--- src/rtl/seg_disp_ctrl.sv ---
// Seven-segment display controller: CPU/debug arbitration, double-dabble BCD conversion,
// blank mask and display enable. Define SEG_LZB_EN to enable leading-zero blanking.
module seg_disp_ctrl #(
    parameter int unsigned DATA_W   = 17,
    parameter int unsigned CPU_HOLD = 50_000_000
) (
    input  logic              clk,
    input  logic              rst,
    input  logic [DATA_W-1:0] write_data,
    input  logic              digwrite,
    input  logic              digcs,
    input  logic              dbg_req,
    input  logic [DATA_W-1:0] dbg_data,
    output logic              dbg_ack,
    output logic [31:0]       num,
    output logic [7:0]        blank,
    output logic              disp_en,
    output logic              src,
    output logic              busy,
    output logic              drop
);

    localparam int unsigned BCD_W  = 32;
    localparam int unsigned CNT_W  = $clog2(DATA_W + 1);
    localparam int unsigned HOLD_W = $clog2(CPU_HOLD + 1);

    typedef enum logic [1:0] {
        IDLE  = 2'd0,
        SHIFT = 2'd1,
        DONE  = 2'd2
    } state_e;

    state_e              state_q, state_d;
    logic [DATA_W-1:0]   bin_q, bin_d;
    logic [BCD_W-1:0]    bcd_q, bcd_d;
    logic [CNT_W-1:0]    cnt_q, cnt_d;
    logic                pend_q, pend_d;
    logic [DATA_W-1:0]   pend_val_q, pend_val_d;
    logic                cur_src_q, cur_src_d;
    logic [HOLD_W-1:0]   hold_q, hold_d;
    logic [BCD_W-1:0]    num_q, num_d;
    logic [7:0]          blank_q, blank_d;
    logic                disp_en_q, disp_en_d;
    logic                src_q, src_d;
    logic                busy_q, busy_d;
    logic                dbg_ack_q, dbg_ack_d;
    logic                drop_q, drop_d;

    logic                cpu_wr_c;
    logic                accept_dbg_c;
    logic                last_shift_c;
    logic [7:0]          lzb_c;

    assign cpu_wr_c     = digcs & digwrite;
    assign accept_dbg_c = dbg_req && !cpu_wr_c && !pend_q && (hold_q == '0);
    assign last_shift_c = (cnt_q == CNT_W'(DATA_W - 1));

    // Double-dabble correction: nibbles of 5 or more get +3 before the shift
    function automatic logic [BCD_W-1:0] bcd_adjust(input logic [BCD_W-1:0] b);
        logic [BCD_W-1:0] r;
        r = b;
        for (int i = 0; i < BCD_W / 4; i++) begin
            if (b[4*i +: 4] >= 4'd5) begin
                r[4*i +: 4] = b[4*i +: 4] + 4'd3;
            end
        end
        return r;
    endfunction

`ifdef SEG_LZB_EN
    // Digit i goes dark when it and every higher digit are zero; digit 0 always shows
    always_comb begin
        logic zero_run;
        zero_run = 1'b1;
        lzb_c    = 8'h00;
        for (int i = 7; i >= 1; i--) begin
            zero_run = zero_run && (bcd_q[4*i +: 4] == 4'd0);
            lzb_c[i] = zero_run;
        end
    end
`else
    assign lzb_c = 8'h00;
`endif

    always_ff @(posedge clk or posedge rst) begin
        if (rst) begin
            state_q <= IDLE;
        end else begin
            state_q <= state_d;
        end
    end

    always_comb begin
        state_d = state_q;
        unique case (state_q)
            IDLE:    if (cpu_wr_c || pend_q || accept_dbg_c) state_d = SHIFT;
            SHIFT:   if (last_shift_c) state_d = DONE;
            DONE:    state_d = IDLE;
            default: state_d = IDLE;
        endcase
    end

    always_comb begin
        bin_d      = bin_q;
        bcd_d      = bcd_q;
        cnt_d      = cnt_q;
        pend_d     = pend_q;
        pend_val_d = pend_val_q;
        cur_src_d  = cur_src_q;
        num_d      = num_q;
        blank_d    = blank_q;
        disp_en_d  = disp_en_q;
        src_d      = src_q;
        busy_d     = busy_q;
        dbg_ack_d  = 1'b0;
        drop_d     = 1'b0;
        hold_d     = (hold_q != '0) ? hold_q - HOLD_W'(1) : hold_q;

        unique case (state_q)
            IDLE: begin
                if (cpu_wr_c || pend_q || accept_dbg_c) begin
                    bcd_d  = '0;
                    cnt_d  = '0;
                    busy_d = 1'b1;
                    pend_d = 1'b0;
                end
                if (cpu_wr_c) begin
                    bin_d     = write_data;
                    cur_src_d = 1'b0;
                end else if (pend_q) begin
                    bin_d     = pend_val_q;
                    cur_src_d = 1'b0;
                end else if (accept_dbg_c) begin
                    bin_d     = dbg_data;
                    cur_src_d = 1'b1;
                    dbg_ack_d = 1'b1;
                end
            end
            SHIFT: begin
                {bcd_d, bin_d} = {bcd_adjust(bcd_q), bin_q} << 1;
                cnt_d          = cnt_q + CNT_W'(1);
            end
            DONE: begin
                num_d     = bcd_q;
                src_d     = cur_src_q;
                blank_d   = lzb_c;
                disp_en_d = 1'b1;
                busy_d    = 1'b0;
                if (!cur_src_q) hold_d = HOLD_W'(CPU_HOLD);
            end
            default: ;
        endcase

        // Writes arriving mid-conversion land in a one-deep buffer; overwrite flags a drop
        if (state_q != IDLE && cpu_wr_c) begin
            pend_d     = 1'b1;
            pend_val_d = write_data;
            drop_d     = pend_q;
        end
    end

    always_ff @(posedge clk or posedge rst) begin
        if (rst) begin
            bin_q      <= '0;
            bcd_q      <= '0;
            cnt_q      <= '0;
            pend_q     <= 1'b0;
            pend_val_q <= '0;
            cur_src_q  <= 1'b0;
            hold_q     <= '0;
            num_q      <= '0;
            blank_q    <= 8'h00;
            disp_en_q  <= 1'b0;
            src_q      <= 1'b0;
            busy_q     <= 1'b0;
            dbg_ack_q  <= 1'b0;
            drop_q     <= 1'b0;
        end else begin
            bin_q      <= bin_d;
            bcd_q      <= bcd_d;
            cnt_q      <= cnt_d;
            pend_q     <= pend_d;
            pend_val_q <= pend_val_d;
            cur_src_q  <= cur_src_d;
            hold_q     <= hold_d;
            num_q      <= num_d;
            blank_q    <= blank_d;
            disp_en_q  <= disp_en_d;
            src_q      <= src_d;
            busy_q     <= busy_d;
            dbg_ack_q  <= dbg_ack_d;
            drop_q     <= drop_d;
        end
    end

    assign num     = num_q;
    assign blank   = blank_q;
    assign disp_en = disp_en_q;
    assign src     = src_q;
    assign busy    = busy_q;
    assign dbg_ack = dbg_ack_q;
    assign drop    = drop_q;

endmodule

--- config.mk ---
export PLATFORM = sky130hd
export DESIGN_NAME = seg_disp_ctrl
export DESIGN_NICKNAME = d
export VERILOG_FILES = /design/src/rtl/seg_disp_ctrl.sv
export SDC_FILE = /design/constraint.sdc
export NUM_CORES = 1
export LEC_CHECK = 0
export BUFFER_PORTS_ARGS = -buffer_cell sky130_fd_sc_hd__buf_2
export CAP_MARGIN = 20
export CELL_PAD_IN_SITES_DETAIL_PLACEMENT = 1
export CELL_PAD_IN_SITES_GLOBAL_PLACEMENT = 1
export CORE_AREA = 2 2 133 135
export DETAILED_ROUTE_END_ITERATION = 8
export DIE_AREA = 0 0 135 137
export PLACE_DENSITY = 0.84
export SLEW_MARGIN = 20
export SYNTH_ARGS = -nofsm -noshare
export SYNTH_HDL_FRONTEND = slang
export SYNTH_SLANG_ARGS = --single-unit
--- constraint.sdc ---
create_clock -name clk -period 4.2 [get_ports clk]
set_input_delay 0.84 -clock clk [delete_from_list [all_inputs] [get_ports clk]]
set_output_delay 0.84 -clock clk [all_outputs]
set_load 0.02 [all_outputs]
; After elaboration in Yosys (flattened, before gate mapping)
; Cells that the tools add are included.
[op_classes]
n_addsub = 10
multipliers = 0
div_mod_pow = 0
n_lt_le_gt_ge = 8
eq_ne = 6
n_shift = 0
muxes = 35
n_bitwise = 1
reduce_logical = 23
[op_table]
columns = op, n
row1 = $mux W26, 3
row2 = $pmux W32 S2, 1
row3 = $mux W17, 3
row4 = $pmux W17 S2, 1
row5 = $ge A4 B3 Y1 const B, 8
row6 = $mux W32, 1
row7 = $add A4 B2 Y4 const B, 7
row8 = $mux W4, 7
row9 = $logic_not A26 Y1, 1
row10 = $reduce_bool A26 Y1, 1
row11 = $sub A26 B1 Y26 const B, 1
row12 = $mux W1, 12
row13 = $reduce_and A2 Y1, 6
row14 = $pmux W5 S2, 1
row15 = $reduce_bool A2 Y1, 5
row16 = $add A5 B1 Y5 const B, 1
row17 = $eq A5 B5 Y1 const B, 1
row18 = $mux W5, 1
row19 = $logic_and A1 B1 Y1, 4
row20 = $mux W2, 2
row21 = $ne A2 B2 Y1 const B, 2
row22 = $ne A4 B4 Y1 const B, 1
row23 = $pmux W2 S2, 1
row24 = $add A3 B2 Y3 const B, 1
row25 = 9 further kinds, 11
[totals]
register_bits = 138
latch_bits = 0
mem_bits_rw = 0
rom_bits = 0
inputBits = 39
out_inout_bits = 45
elab_cells = 97
mem_count = 0

; Depth between registers and ports, before layout
; Gate-level depths: netlist of the first run.
[depth]
word_depth = 9
depth_mapped = 10
depth_no_buf = 7

; Worst setup path before layout of the first run
; No wires, ideal clock.
[synth_timing]
path_type = register -> register
from = reg hold_q[0]
to = reg bcd_q[23]
setup_time_ps = 121
arrival_time_ps = 2756
slack_ps = 1323
path_stages_with_launch = 11
synth_period_minus_slack_ps = 2877
cell_sequence = dfrtp_1 inv_1 ha_1 or3b_2 or4_4 buf_6 o31a_1 or2_1 buf_6 buf_6 a22o_1
[synth_between]
elab_chain_cells = 5
[synth_lines]
columns = item, line
row1 = "start, declared", 40  ; logic [HOLD_W-1:0] hold_q, hold_d;
row2 = "start signal, assigned", 185  ; hold_q <= hold_d;
row3 = $logic_not A26 Y1, 55  ; assign accept_dbg_c = dbg_req && !cpu_wr_c && !pend_q && (hold_q == '0);
row4 = $logic_and A1 B1 Y1, 55
row5 = $logic_or A1 B1 Y1, 121  ; if (cpu_wr_c || pend_q || accept_dbg_c) begin
row6 = $ne A2 B2 Y1 (no line), -
row7 = $reduce_and A2 Y1 (no line), -
row8 = "end signal, assigned", 165  ; bcd_q <= '0;
row9 = "end signal, assigned", 180  ; bcd_q <= bcd_d;
row10 = "end, declared", 35  ; logic [BCD_W-1:0] bcd_q, bcd_d;
; Every way passes these cells.
; A chain may end at the register's enable or synchronous reset.

; Final worst setup path of the first run
[layout_timing]
from = reg hold_q[0]
to = reg bcd_q[9]
; Same word-level chain as after synthesis.

==> metrics list, run 1 <==
* Status: finished clean
- For this run, the top clock speed supported by timing is about 270 MHz.
- Sorting the synthesized cells by area gives the leading types as sky130_fd_sc_hd__dfrtp_1, sky130_fd_sc_hd__o21ai_0, sky130_fd_sc_hd__mux2_2.
- Placed cells: 970
- STA classifies the critical path startpoint as a flip-flop.
- After layout, the design draws a total of 0.00609 W.
- Internal power comes to 0.00380 W.
- The first global-routing pass estimated approximately 31 mm of wire.
- The Yosys step of the flow raised 0 warnings.
- Setup violations remaining at the end of the flow were counted as 0.
* Count of unresolved DRC violations after routing: 0
* Clock sink total: around 140
- Slowest Stage Delay on Critical Path: 0.74 ns
- The number of global-route vias before repair is roughly 6000.
- Proportion of power drawn by the clock network: 0.274
* Count of cell types in the netlist: 45
- Of the total power, the share spent switching nets is 0.377.
* Transition time at the pin with the least slew margin: roughly 1.1 ns
* Number of synthesized register bits: ~140
* Clock transition at path regs: ~0.06 ns
- Core area: 17100 um2
- Cells along the critical path: inv_1, ha_1, or3b_2, or4_4, o31a_1, or2_2, a22o_1
- After the first detailed-routing iteration, the DRC count stood at 339.
- For this design the total switching power over the nets is roughly 0.0023 W.
- Gr usage total: 0.214
- Hold timing on the final database bottoms out at a slack of around 0.46 ns.
- Final number of max-transition violations: 0
* Synth Area per Inst: approximately 9.9 um2
- The share of total power dissipated in combinational logic is 0.356.
- Std cell rows: 48
* CP Data Arrival Time: just under 4 ns
- For this run, the detailed router's first-pass iteration total came to 4.
- Fill cell count: 1958
- Y dimension of the die: approximately 140 um
- The startpoint identified for the worst register-to-register timing path is hold_q[0].
- The synthesized design contains 0 enable-type register cells.
- CTS Buffer Depth: 2
- Dividing the detail-routed wire length by the instance count gives ~19 um.
* H-Tree Level Count: 4
- Crit path from: hold_q[0]
- The initial antenna violation count was 0.
- Via count: between 5000 and 6000
- Number of buffers inserted during clock tree synthesis: 17
- # hold bufs at CTS: 0
- Sequential fraction of design power: 0.370
* Buffers on Ports: between 70 and 80
* Most area-hungry cell type in the Yosys netlist: sky130_fd_sc_hd__dfrtp_1
* Sum of negative setup slack: 0 ns
- Static Leakage: 3.84 nW
- Power density cells: approximately 750 nW/um2
- OpenSTA, run right after detailed placement, puts the worst setup slack at around 0.6 ns.
- At the later pin of the worst-skew pair, clock insertion delay measures ~0.43 ns.
- The floorplan step defined a die boundary enclosing between 15000 and 20000 um2.
* Maximum net fanout on the critical path: 54
- Slew HR: 0.296
- Maximum number of pins on one net before global-route repair: between 50 and 60
* Proportion of netlist area held by the largest area contributor: 0.502
* Commonest cells after routing, fill and taps aside: sky130_fd_sc_hd__dfrtp_1, sky130_fd_sc_hd__o21ai_0, sky130_fd_sc_hd__buf_2
- The finished layout holds between 1000 and 1500 standard cells, fillers aside.
- In this run, post-CTS repair resized a total of 0 instances.
* Ratio of cells with drive above 1 in the final layout: 0.214
- The final layout contains routed wiring with a total length of roughly 19 mm.
- The most used flip-flop cell after synthesis is sky130_fd_sc_hd__dfrtp_1.
- In the routed layout, each cell is associated on average with a via count of 5.51.
* NumNets Final: 822
- Among all stages on the critical path, the largest delay is contributed by sky130_fd_sc_hd__or2_2.
- Mapped Cells: 698
- Residual antenna-violating net count after detailed routing: 0
* Source of the worst hold timing path: disp_en
- P&R area growth vs syn: 17.5%
- Worst-case clock skew: a little over 0.008 ns
* CP Capture Type: flip-flop
* Clock tree from TritonCTS: built
- Least setup slack across all paths after layout: between 0.5 and 0.6 ns
- For this configuration, the core starts out at a cell density of 0.404.
* Number of max-capacitance violations reported: 0
* Buffers inserted by post-CTS timing repair: 0
* Critical path start-end classification: reg2reg
- Crit path buffers/inverters: 1
* Crit path max-delay family: simple AND/OR/NAND/NOR gates
- Maximum VDD drop: 0.398 mV
* Final hold violations: 0
- Setup repair after global routing left no endpoint under its margin.
* Post-Synthesis Cell Area: roughly 6900 um2
* Critical Path RT: roughly 4.5 ns
* Fraction of registers with async set/reset: 1.00
- At the end of routability-driven placement, the weighted congestion stood at slightly below 0.8.
- GR Overflow Total: 0
- I/O pin count: 84
- Final critical path time including I/O delays and setup: 3.65 ns
- Clock tree root buffer cell: sky130_fd_sc_hd__clkbuf_16
* DPL Wire Length: about 12 mm
- Floorplan die width: roughly 140 um
- 0 antenna diodes ended up in the layout.
- Type of the tightest min-delay check: reg2reg
- Of the synthesized area, sequential elements account for 0.502.
- Leading cell type in the layout, fill and taps excluded: sky130_fd_sc_hd__dfrtp_1
* Final worst path period share: 0.869
## cells by family after synthesis
| family | count (synthesis) | share of synthesized area |
|---|---|---|
| xor gates and xnor gates | 27 | 0.0344 |
| muxes | 37 | 0.0598 |
| adders and majority gates | 19 | 0.0345 |
| AOI/OAI and AO/OA | 218 | 0.186 |
| and+or+nand+nor | 187 | 0.132 |
| buffers and inverters | 71 | 0.0509 |
| other | 1 | 0.000545 |
| DFF | 138 | 0.502 |
## power groups by stage
| stage | clock network, W | registers, W | logic (W) |
|---|---|---|---|
| 2_1_floorplan | 0 | 0.00218 | 0.00155 |
| 3_3_place_gp | 0 | 0.00222 | 0.00196 |
| 3_5_place_dp | 0 | 0.00225 | 0.00208 |
| 4_1_cts | 0.00169 | 0.00225 | 0.00218 |
| 5_1_grt | 0.00175 | 0.00233 | 0.00243 |
| 6_report | 0.00167 | 0.00225 | 0.00217 |
## per-stage QoR
step | utilization | instance area [um2]
6_report | 0.474 | 8090
5_1_grt | 0.474 | 8090
4_1_cts | 0.473 | 8070
3_5_place_dp | 0.435 | 7420
3_3_place_gp | 0.435 | 7420
2_1_floorplan | - | 6910
## per-layer routing
| layer | share of wire | vias to the layer above | global-route usage |
|---|---|---|---|
| met1 | 0.44 | 2799 | 0.268 |
| met2 | 0.51 | 105 | 0.367 |
| met4 | 0.021 | 0 | 0.0880 |
| met5 | 0 | - | 0 |
| li1 | - | 2579 | - |
| met3 | 0.031 | 35 | 0.0378 |
## registers in the layout (all words and copies together) (netlist names)
signal / cells
src: 1
pend_q: 1
pend_val_q: 17
busy: 1
cur_src_q: 1
cnt_q: 5
state_q: 2
num: 32
bin_q: 17
hold_q: 26
dbg_ack: 1
bcd_q: 32
drop: 1
disp_en: 1
## final cells by class
cell class,count,area (um2),share of cell area
multi-input cells,496,3120,0.386
inverters,23,90.1,0.0111
flip-flops and latches,138,3450,0.427
well taps,225,282,0.0348
clock buffers,21,460,0.0569
clock inverters,11,193,0.0238
repair buffers,88,485,0.0600
## cell usage after synthesis (all sizes together), types with 2 or more instances
cell type and instances:
xnor2 14, or3b 2, o2bb2ai 4, mux2i 4
or4b 2, or3 4, nand4 2, or4 8
a21o 6, nor3 14, nor2b 2, nand3 8
nand2 67, a211oi 4, o31a 2, mux2 33
a2111oi 2, a21oi 62, or2 6, o21ai 101
buf 20, and2 2, xor2 13, o211ai 4
nor3b 4, nand2b 16, a22o 30, dfrtp 138
inv 23, clkbuf 28, nor2 41, ha 19
nor4 7
## worst register-to-register path, delay by kind of cell (launching register included)
family	cells	cell delay, ns
compound gates	2	0.93
buf+inv	1	0.10
fa+ha+maj	1	0.21
flops	1	0.38
simple gates	3	1.90
## path summary, 6_finish.rpt
kind	endpoint	slack, ns	cells after the start
worst min-delay path	disp_en	0.46	1
worst min register to register	disp_en	0.46	1
worst max-delay path	bcd_q[9]	0.55	7
worst max register to register	bcd_q[9]	0.55	7
min in group asynchronous	pend_val_q[0]	0.62	2
max in group asynchronous	pend_val_q[2]	2.69	3
No activity file was read; power rests on OpenSTA's default activity.
==> run 2: changes to the inputs <==
Settings changed: CORE_AREA 2 2 133 135 to 2 2 122 124, DIE_AREA 0 0 135 137 to 0 0 124 126, PLACE_DENSITY 0.84 to 0.93, RECOVER_POWER set to 100.
Clock period 4.2 ns to 4.7 ns, I/O delays scaled along.
==> run 2 against run 1 <==
  * The run now ends with max-capacitance violations, max-slew violations left
  * Utilization is 8.0 points higher
  * Critical path depth stayed put
  * Die area shrank 16%
==> metrics list, run 2 (synthesized netlist as in run 1, its figures left out) <==
- NumNets Final: 814 (-0.97%)
- CP Capture Type: flip-flop
* Type of the tightest min-delay check: reg2reg
- Mean routed wirelength per cell: 20.6 um (+11%)
- Std cell rows: 44 (-8.3%)
* Static Leakage: 3.62 nW (-5.5%)
* Violations in the final reports: max-capacitance violations, max-slew violations
* # hold bufs at CTS: 0 (unchanged)
- The critical path is of the reg2reg type.
- The average vias per placed instance is 6.00 (+9.0%).
- The final routed DRC violation total was 0 (unchanged).
- Clock tree root buffer cell: sky130_fd_sc_hd__clkbuf_16
- Starting density of the core: 0.481 (+0.0773)
- Number of buffers inserted during clock tree synthesis: 17 (unchanged)
- Cell internal power dissipation: 0.00343 W (-9.7%)
* I/O pin count: 84 (unchanged)
- The data required time at the worst endpoint was 5.01 ns (+0.50 ns).
* Commonest cells after routing, fill and taps aside: sky130_fd_sc_hd__dfrtp_1, sky130_fd_sc_hd__o21ai_0, sky130_fd_sc_hd__nand2_1
* Ratio of cells with drive above 1 in the final layout: 0.150 (-0.0641)
- Detailed router's first-iteration violation count: 460 (+36%)
- Comb power frac: 0.345 (-0.011)
* Via count: 5719 (+3.6%)
- Setup repair after global routing left no endpoint under its margin.
- The register clock-pin slew on the reported worst setup and hold paths was 0.06 ns (about the same).
- Cell count of the worst reg-to-reg path: 7 (unchanged)
* Pre-CTS setup slack: 1.09 ns (+0.492 ns)
- Sequential fraction of design power: 0.372 (+0.002)
- The worst setup skew after layout is 0.00785 ns (-0.000267 ns).
- Sw power: 0.00213 W (-7.2%)
- Core area: 14300 um2 (-16%)
- Buffers inserted by post-CTS timing repair: 0 (unchanged)
- The post-DP HPWL came to 11.7 mm (-2.2%).
* Die Outline Area: 15600 um2 (-16%)
- Proportion of power drawn by the clock network: 0.283 (+0.009)
* Number of max-capacitance violations reported: 1 (+1)
- The first-pass detailed-route iteration total is 5 (+1).
* Critical path startpoint category: flip-flop
* First-pass GRT wire length: 32.6 mm (+4.8%)
* Routability congestion estimate: 0.867 (+12%)
- Slew HR: -0.702 (-0.998)
- The overall power was 0.00556 W (-8.8%).
- The antenna diode count was 0 (unchanged).
- The net switching share of the total power is 0.383 (+0.00645).
- Fill cell count: 1634 (-17%)
- Residual antenna-violating net count after detailed routing: 0 (unchanged)
- CP Data Arrival Time: 4.19 ns (+0.23 ns)
* Maximum VDD drop: 0.309 mV (-22%)
- The routed wire length is 19.7 mm (+5.3%).
* Gr usage total: 0.271 (+0.0567)
* Clock sink total: 138 (unchanged)
- Final Setup Violations: 0 (unchanged)
- Peak clock frequency supported by timing: 258 MHz (-5.9%)
- The total instance count after detailed placement came to 921 (-5.1%).
- Transition time at the pin with the least slew margin: 2.55 ns (+1.50 ns)
- The areal power density over the cells is 702 nW/um2 (-6.9%).
* Antenna violations before repair: 0 (unchanged)
- The slack of the worst reg-to-reg path is 0.82 ns (+0.27 ns).
- The maximum fanout along the worst path is 54 (unchanged).
- The library cell used most frequently in the layout, excluding fill and tap cells, is sky130_fd_sc_hd__dfrtp_1.
* Final number of max-transition violations: 119 (+119)
* Status: finished, violations left
- Number of stages on the worst hold path: 1 (unchanged)
- H-Tree Level Count: 4 (unchanged)
- Sum of negative setup slack: 0 ns (unchanged)
- CTS Buffer Depth: 2 (unchanged)
* Least setup slack across all paths after layout: 0.821 ns (+0.270 ns)
- Clock Latency Late Sink: 0.44 ns (about the same)
- The time the worst path needs with I/O delays and setup is 3.88 ns (+0.230 ns).
- The final design area excluding fillers is 7920 um2 (-2.0%).
* # resized after CTS: 0 (unchanged)
- The portion of the clock cycle consumed by the worst path in the final layout was 0.825 (-0.0435).
- Y dimension of the die: 126 um (-8.0%)
- Number of non-filler instances in the completed layout: 953 (-4.9%)
- Buffers on Ports: 75 (unchanged)
- From synthesis to final layout, the design area changed by 15.1%.
- Clock tree from TritonCTS: built
- GR Overflow Total: 0 (unchanged)
- Maximum number of pins on one net before global-route repair: 119 (+120%)
* Final hold violations: 0 (unchanged)
* Placed inst area: 7300 um2 (-1.7%)
- Number of global-route vias before repair: 6306 (+3.0%)
- The floorplan die width came to 124 um (-8.1%).
run 2: worst paths after layout:
kind | from | endpoint
max | hold_q[0] | bcd_q[19]
min | disp_en | disp_en
max reg2reg | hold_q[0] | bcd_q[19]
min reg2reg | disp_en | disp_en
max in group asynchronous | rst | hold_q[1]
min in group asynchronous | rst | disp_en
run 2: critical path: stages (launching register included):
cell	delay, ns
sky130_fd_sc_hd__dfrtp_1	0.38
sky130_fd_sc_hd__inv_1	0.09
sky130_fd_sc_hd__ha_1	0.18
sky130_fd_sc_hd__or3b_2	0.49
sky130_fd_sc_hd__or4_1	0.84
sky130_fd_sc_hd__o31a_1	0.60
sky130_fd_sc_hd__or2_2	0.72
sky130_fd_sc_hd__a22o_1	0.41
run 2: final cells by class:
cell class / count / area (um2) / area share
clock buffers: 21 / 470 / 0.0594
clock inverters: 11 / 214 / 0.0270
inverters: 23 / 90.1 / 0.0114
multi-input cells: 496 / 3110 / 0.392
flip-flops and latches: 138 / 3450 / 0.436
well taps: 184 / 230 / 0.0291
repair buffers: 80 / 357 / 0.0450
run 2: layer usage:
layer | GRT usage | vias up | share of wire
li1 | - | 2563 | -
met1 | 0.332 | 2920 | 0.41
met2 | 0.452 | 178 | 0.52
met3 | 0.0566 | 58 | 0.039
met4 | 0.130 | 0 | 0.035
met5 | 0 | - | 0
run 2: through the flow:
stage | util | hold slack (ns)
after floorplan | - | 0.460
after global routing | 0.554 | 0.482
after detailed placement | 0.510 | 0.449
after CTS | 0.558 | 0.466
after global placement | 0.510 | 0.444
final | 0.554 | 0.462
run 2: power by group through the flow:
stage,clock network (W),registers (W),logic [W]
5_1_grt,0.00163,0.00213,0.00212
3_5_place_dp,0,0.00205,0.00183
3_3_place_gp,0,0.00201,0.00165
4_1_cts,0.00158,0.00206,0.00194
2_1_floorplan,0,0.00195,0.00138
6_report,0.00157,0.00207,0.00192
